[src/rtl/if_fetch_unit.sv]
// Instruction fetch stage: PC register, imem request FSM and IF/ID register.
// Handles stalls with a one-word hold buffer and discards in-flight words on redirect.
module if_fetch_unit #(
    parameter logic [9:0]  RESET_PC  = 10'h000,
    parameter logic [31:0] NOP_INSTR = 32'h0000_0000
) (
    input  logic        clk,
    input  logic        reset,
    input  logic        Data_Hazard,
    input  logic        Control_Hazard,
    input  logic        jump,
    input  logic [9:0]  jump_address,
    input  logic        branch_taken,
    input  logic [9:0]  branch_address,
    output logic        imem_req,
    output logic [9:0]  imem_addr,
    input  logic        imem_ready,
    input  logic [31:0] imem_rdata,
    output logic [9:0]  pc_plus4,
    output logic [31:0] instr,
    output logic        if_valid
);

    typedef enum logic [1:0] {
        S_REQ,
        S_HOLD,
        S_DISCARD
    } state_t;

    state_t      state_q, state_d;
    logic [9:0]  pc_q, pc_d;
    logic [9:0]  old_q, old_d;
    logic [31:0] buf_q, buf_d;
    logic [31:0] instr_q, instr_d;
    logic [9:0]  pc_plus4_q, pc_plus4_d;
    logic        if_valid_q, if_valid_d;

    logic [9:0]  pc_inc;
    logic [9:0]  target;

    assign pc_inc = pc_q + 10'd4;

    always_comb begin
        target = pc_q;
        if (jump) begin
            target = jump_address;
        end else if (branch_taken) begin
            target = branch_address;
        end
        target[1:0] = 2'b00;
    end

    always_comb begin
        state_d    = state_q;
        pc_d       = pc_q;
        old_d      = old_q;
        buf_d      = buf_q;
        instr_d    = instr_q;
        pc_plus4_d = pc_plus4_q;
        if_valid_d = if_valid_q;

        // A redirect flushes IF/ID regardless of stall or FSM state.
        if (Control_Hazard) begin
            instr_d    = NOP_INSTR;
            pc_plus4_d = 10'd0;
            if_valid_d = 1'b0;
            pc_d       = target;
        end

        unique case (state_q)
            S_REQ: begin
                if (Control_Hazard) begin
                    if (!imem_ready) begin
                        old_d   = pc_q;
                        state_d = S_DISCARD;
                    end
                end else if (imem_ready) begin
                    if (Data_Hazard) begin
                        instr_d    = imem_rdata;
                        pc_plus4_d = pc_inc;
                        if_valid_d = 1'b1;
                        pc_d       = pc_inc;
                    end else begin
                        buf_d   = imem_rdata;
                        state_d = S_HOLD;
                    end
                end
            end
            S_HOLD: begin
                if (Control_Hazard) begin
                    state_d = S_REQ;
                end else if (Data_Hazard) begin
                    instr_d    = buf_q;
                    pc_plus4_d = pc_inc;
                    if_valid_d = 1'b1;
                    pc_d       = pc_inc;
                    state_d    = S_REQ;
                end
            end
            S_DISCARD: begin
                if (!Control_Hazard && imem_ready) begin
                    state_d = S_REQ;
                end
            end
            default: begin
                state_d = S_REQ;
            end
        endcase
    end

    always_ff @(posedge clk or negedge reset) begin
        if (!reset) begin
            state_q    <= S_REQ;
            pc_q       <= RESET_PC;
            old_q      <= RESET_PC;
            buf_q      <= 32'd0;
            instr_q    <= NOP_INSTR;
            pc_plus4_q <= 10'd0;
            if_valid_q <= 1'b0;
        end else begin
            state_q    <= state_d;
            pc_q       <= pc_d;
            old_q      <= old_d;
            buf_q      <= buf_d;
            instr_q    <= instr_d;
            pc_plus4_q <= pc_plus4_d;
            if_valid_q <= if_valid_d;
        end
    end

    // The outstanding address stays on the bus while its word is being discarded.
    assign imem_req  = reset && (state_q != S_HOLD);
    assign imem_addr = (state_q == S_DISCARD) ? old_q : pc_q;
    assign pc_plus4  = pc_plus4_q;
    assign instr     = instr_q;
    assign if_valid  = if_valid_q;

endmodule

[config.mk]
export PLATFORM = sky130hd
export DESIGN_NAME = if_fetch_unit
export DESIGN_NICKNAME = d
export VERILOG_FILES = /design/src/rtl/if_fetch_unit.sv
export SDC_FILE = /design/constraint.sdc
export NUM_CORES = 1
export LEC_CHECK = 0
export ABC_CLOCK_PERIOD_IN_PS = 3450
export CAP_MARGIN = 20
export CORE_AREA = 4 4 74 128
export CTS_BUF_LIST = sky130_fd_sc_hd__clkbuf_4
export DETAILED_ROUTE_END_ITERATION = 6
export DIE_AREA = 0 0 78 132
export PLACE_DENSITY_LB_ADDON = 0.12
export SYNTH_ARGS = -nofsm -noshare
export SYNTH_HDL_FRONTEND = slang
export SYNTH_SLANG_ARGS = --single-unit
[constraint.sdc]
create_clock -name clk -period 3.45 [get_ports clk]
set_input_delay 0.69 -clock clk [delete_from_list [all_inputs] [get_ports clk]]
set_output_delay 0.69 -clock clk [all_outputs]
set_load 0.005 [all_outputs]
==> results.yml <==
grt:
  grt_pass1_wl_mm: 17.9
  grt_max_degree: 71
  grt_overflow: 0
  grtUsageTotal_pct: 21.8
  grt_pass1_vias: 3543
  antenna_found_initial: 1
cells_and_area:
  num-nets-final: 530
  area_growth_pct: 29.2
  final_cells: 593
  layout-drive-gt1-share_pct: 17.7
cts:
  holdBufCountCts: 0
  tritoncts: "built"
  clk_pin_slew_ns: 0.15
  post_cts_buffers: 0
  cts_resized: 0
  cts_buffer_depth: 2
  cts_made_buffers: 9
  clk_latency_ns: 0.44
  cts-htree-levels: 3
  clockRootBuffer: "clkbuf_4"
  clkSinkCount: 97
synthesis:
  synthTopCellsByArea: "dfrtp_1 53%, mux2_4 9.9%, mux2_2 6.0%"
  synth_cells: 371
  ys_ff_latch: 97
  synth_top_flop_cell: "dfrtp_1"
  synth_top_area_share_pct: 53.4
  ys_seq_area_share_pct: 53.4
  postSynthNetCount: 431
  yosys_warnings: 0
  syn_area_um2: 4540
  synthArstFlopShare_pct: 100
  synth_edf_count: 0
  syn_area_per_cell_um2: 12.2
  synthDistinctLibCells: 37
  yosys.area.top_type: "dfrtp_1"
timing:
  rsz0062_at_grt: "no"
  fmax_mhz: 327
  hold_slack_ns: 0.269
  min_period_over_period_pct: 88.8
  finalHoldViolCount: 0
  tns_ns: 0
  setup_viol: 0
  relSlewSlack_pct: 41.1
  drv_slew: 0
  skew_ns: 0.00819
  worst_pin_slew_ns: 0.883
  final.min_clock_period_ns: 3.06
routing:
  viasPerCell: 5.55
  drt-total-wl_mm: 10.8
  vias: 3293
  remaining_drc_errors: 0
  firstDrtPassIters: 4
  wl_per_cell_um: 18.3
  drtAntennaViolNets: 0
  drtIter0Drc: 141
critical_path:
  r2r.worst_path.cells: 4
  endpoint_kind: "primary output"
  critPathMaxFanout: 13
  cp.arrival_ns: 2.37
  cp.required_ns: 2.76
  ff2ff_setup_slack_ns: 1.10
  endpoint: "imem_addr[8]"
  r2r-start: "state_q[1]"
  reg2reg_to: "buf_q[27]"
  critical_path_class: "flip-flop to primary output"
  crit_start: "state_q[1]"
  start_kind: "flip-flop"
placed_design:
  io_buffers: 108
  place_inst: 576
  dp_hpwl_mm: 7.50
  gp_congestion: 0.826
pwr:
  power.density_nw_per_um2: 466
  power.total_uw: 2730
  p_leak_uw: 0.00249
  vdd_ir_drop_max_mv: 0.284
die:
  die_h_um: 132
  initial_utilization_pct: 53.4
  design.portCount: 113
  coreArea_um2: 8500
  die_area_um2: 10300
  die_w_um: 78
  num_rows: 45
run:
  drv_cap: 0
status:
  status: "finished clean"
worst_hold_path:
  hold_path_class: "input port to async pin"
==> worst min-delay path by stage <==
stage	startpoint	end	slack, ns	depth (start not counted)
after global placement	instr[12]	instr[12]	0.47	1
after floorplan	reset	buf_q[0]	0.39	0
final	reset	instr[1]	0.27	2
after detailed placement	instr[16]	instr[16]	0.47	1
after global routing	reset	instr[1]	0.27	2
after CTS	reset	instr[1]	0.27	2
==> cell families after synthesis <==
logic type | share of synthesized area [%]
flops | 53.4
mux | 17.4
xor+xnor | 2.31
simple gates | 7.69
fa+ha+maj | 0.496
buf+inv | 3.83
compound gates | 14.8
==> power breakdown <==
group	total, µW	internal (µW)	switching, µW
clock	683	293	389
sequential	1440	1310	128
combinational	610	391	219
total	2730	2000	736
==> stage by stage <==
stage	util, %	setup WS, ns	instance area [µm²]
finish	69.0	0.387	5870
detailed placement	67.1	0.524	5700
floorplan	-	1.36	4540
CTS	69.0	0.356	5860
global placement	67.1	0.550	5700
global route	69.0	0.220	5870
==> flip-flops by register name, summed over array words and instances, names as in the netlist <==
signal    cells
pc_plus4     10
pc_q         10
old_q        10
if_valid      1
buf_q        32
instr        32
state_q       2
==> layer usage <==
metal | GRT usage (%) | part of all wire, % | vias to the layer above
li1 | - | - | 1545
met1 | 26.2 | 40 | 1632
met2 | 38.5 | 54 | 95
met3 | 3.69 | 3.9 | 21
met4 | 8.27 | 2.0 | 0
met5 | 0 | 0 | -
==> placed cells by master (no fill, tap or decap), drive strengths merged, types with 2 or more instances in the layout <==
master	count
nor2	20
nor4	2
nor2b	5
nor3	4
o21ai	15
o2bb2ai	29
a22oi	30
bufinv	2
mux2i	7
nand2	29
a211oi	8
nand3	3
and3	4
clkbuf	9
nor3b	2
dfrtp	97
clkinv	3
a311oi	2
inv	3
xnor2	9
mux2	54
clkdlybuf4s50	107
xor2	3
buf	12
or4	2
a21oi	4
==> synthesized netlist by cell type (3+ instances only) <==
| cell type | n |
|---|---|
| dfrtp_1 | 97 |
| a22oi_1 | 30 |
| mux2_4 | 30 |
| nand2_1 | 29 |
| o2bb2ai_1 | 29 |
| mux2_2 | 24 |
| nor2_1 | 19 |
| clkbuf_1 | 18 |
| o21ai_0 | 13 |
| xnor2_1 | 9 |
| a211oi_1 | 8 |
| buf_2 | 7 |
| mux2i_1 | 7 |
| buf_6 | 5 |
| nor2b_1 | 5 |
| a21oi_1 | 4 |
| and3_1 | 4 |
| nor3_1 | 4 |
| nand3_1 | 3 |
| xor2_1 | 3 |
==> critical path, stage by stage (launching register included) <==
cell	delay [ns]
dfrtp_1	0.64
inv_1	0.15
nor2_1	0.13
buf_4	0.22
mux2_2	0.36
clkdlybuf4s50_1	0.44
==> cell type report <==
| cell class | instances | area, µm² |
|---|---|---|
| antenna | 1 | 2.50 |
| inverter | 2 | 7.51 |
| timing repair buffer | 119 | 1170 |
| fill | 642 | 2640 |
| clock buffer | 9 | 67.6 |
| multi-input combinational | 241 | 1950 |
| clock inverter | 7 | 92.6 |
| tap | 117 | 146 |
| sequential | 97 | 2430 |
Power figures use the tool's default switching activity.
==> edit, RTL diff (same settings) <==
Re-encode `state_t` (3 states) as one-hot, 3 bits wide.
--- a/src/rtl/if_fetch_unit.sv
+++ b/src/rtl/if_fetch_unit.sv
@@ -22,8 +22,8 @@
 );
 
-    typedef enum logic [1:0] {
-        S_REQ,
-        S_HOLD,
-        S_DISCARD
+    typedef enum logic [2:0] {
+        S_REQ     = 3'b001,
+        S_HOLD    = 3'b010,
+        S_DISCARD = 3'b100
     } state_t;
 
Behaviour: no difference found for any inputs over 4 cycles, from zero or initial values and one cycle with reset low; so few cycles prove little.
==> edit against the unedited design <==
- critical path depth stayed put
- total power is 2.9% higher
- sequential cell count is 1 higher
- area after synthesis is 5.3% higher
- routed wire length is 1.4% higher
- final cell count is 9.8% higher
- worst hold slack worse by 0.19 ns
- synthesized cell count is 18% higher
- maximum frequency is 1.6% lower
- worst setup slack worse by 0.050 ns
- cell area is 2.4% higher
==> edit: results (changes against the unedited design) <==
[status]
status = completed

[placement]
hpwl_mm = 7.60  ; +1.3%
place_inst = 635  ; +10%
place_congestion = 0.842  ; +2.0%

[synthesis]
synth_adder_area_share_pct = 0.262  ; -0.23 points
synth_xor_area_share_pct = 2.02  ; -0.30 points
synth.top_cells.by_count = 97 x dfrtp_1, 50 x mux2_2, 42 x o21ai_0, 35 x inv_1, 34 x a22oi_1
synth_area_leaders = dfrtp_1 51%, mux2_2 12%, a22oi_1 5.3%
synth_top_area_share_pct = 50.8  ; -2.7 points
synth.mux.area_fraction_pct = 14.1  ; -3.3 points
syn-num-nets = 496  ; +15%
ys_types = 53  ; +43%
syn_inst = 436  ; +18%
synth_compound_area_share_pct = 16.3  ; +1.4 points

[timing]
clock_skew_ns = 0.0193  ; +0.0111 ns
tightest_slew_ns = 0.974  ; +0.0910 ns

[grt]
grt_pass1_wl_mm = 18.1  ; +1.3%
grt_max_degree = 79  ; +11%
antenna_found_initial = 0  ; -1
grt_pass1_vias = 3786  ; +6.9%

[final_layout]
diodes = 0  ; -1
post_route_cells_drive_above_1_share_pct = 15.9  ; -1.8 points
final_nets = 589  ; +11%

[detailed_routing]
wl_per_cell_um = 16.9  ; -7.6%
viasPerCell = 5.62  ; +1.2%
route.vias.total = 3659  ; +11%
drt_iter0_drc = 187  ; +33%

[cts]
path_clk_slew_ns = 0.17  ; +0.02 ns

[worst_setup_path]
crit_fanout = 15  ; +2
crit_arrival_ns = 2.42  ; +0.05 ns

-- edit: changes by cell type in the layout (fill, tap and decap cells not counted), moves of 8 or more --
cell and delta:
inv_1 +33, mux2_4 -30, o21ai_0 +29, o2bb2ai_1 -29, mux2_2 +26, nand2_1 -9, o21ai_1 +8
-- edit: kinds of logic (layout without fill, tap and decap cells) --
kind of cell               count (synthesis)  count (layout)
muxes                                     61              61
buffers and inverters                     69             167
DFF                                       98              98
AOI/OAI and AO/OA                        117             117
and+or+nand+nor                           79              79
adders and majority gates                  1               1
xor gates and xnor gates                  11              11
-- edit: final timing paths --
| path | endpoint | slack (ns) | start |
|---|---|---|---|
| worst max-delay path | imem_addr[1] | 0.34 | state_q[2] |
| worst min-delay path | buf_q[9] | 0.08 | reset |
| worst max register to register | buf_q[19] | 1.27 | state_q[0] |
| worst min register to register | buf_q[0] | 0.52 | buf_q[0] |
| max in group asynchronous | pc_plus4[1] | 2.09 | reset |
| min in group clk | buf_q[0] | 0.52 | buf_q[0] |
-- edit: final cells by class --
class                   instances  area, µm²
clock inverters                 7       52.6
multi-input cells             269       2020
flip-flops and latches         98       2450
fillers                       656       2500
inverters                      35        131
repair buffers                116       1140
clock buffers                   9       67.6
well taps                     117        146
-- edit: power groups by stage --
stage               combinational (mW)  sequential [mW]  clock [mW]
floorplan                        0.469             1.50           0
global placement                 0.682             1.56           0
detailed placement               0.703             1.58           0
CTS                              0.706             1.56       0.580
global route                     0.770             1.59       0.621
finish                           0.697             1.56       0.559
-- edit: routing by layer --
metal  track usage [%]  up-vias  share of wire [%]  wire length [µm]
met5                 0        -                  0                 0
met3              5.27       21                5.5               609
met2              38.8      121                 54              5910
met1              25.2     1806                 38              4190
li1                  -     1711                  -                 -
met4              10.4        0                2.5               270
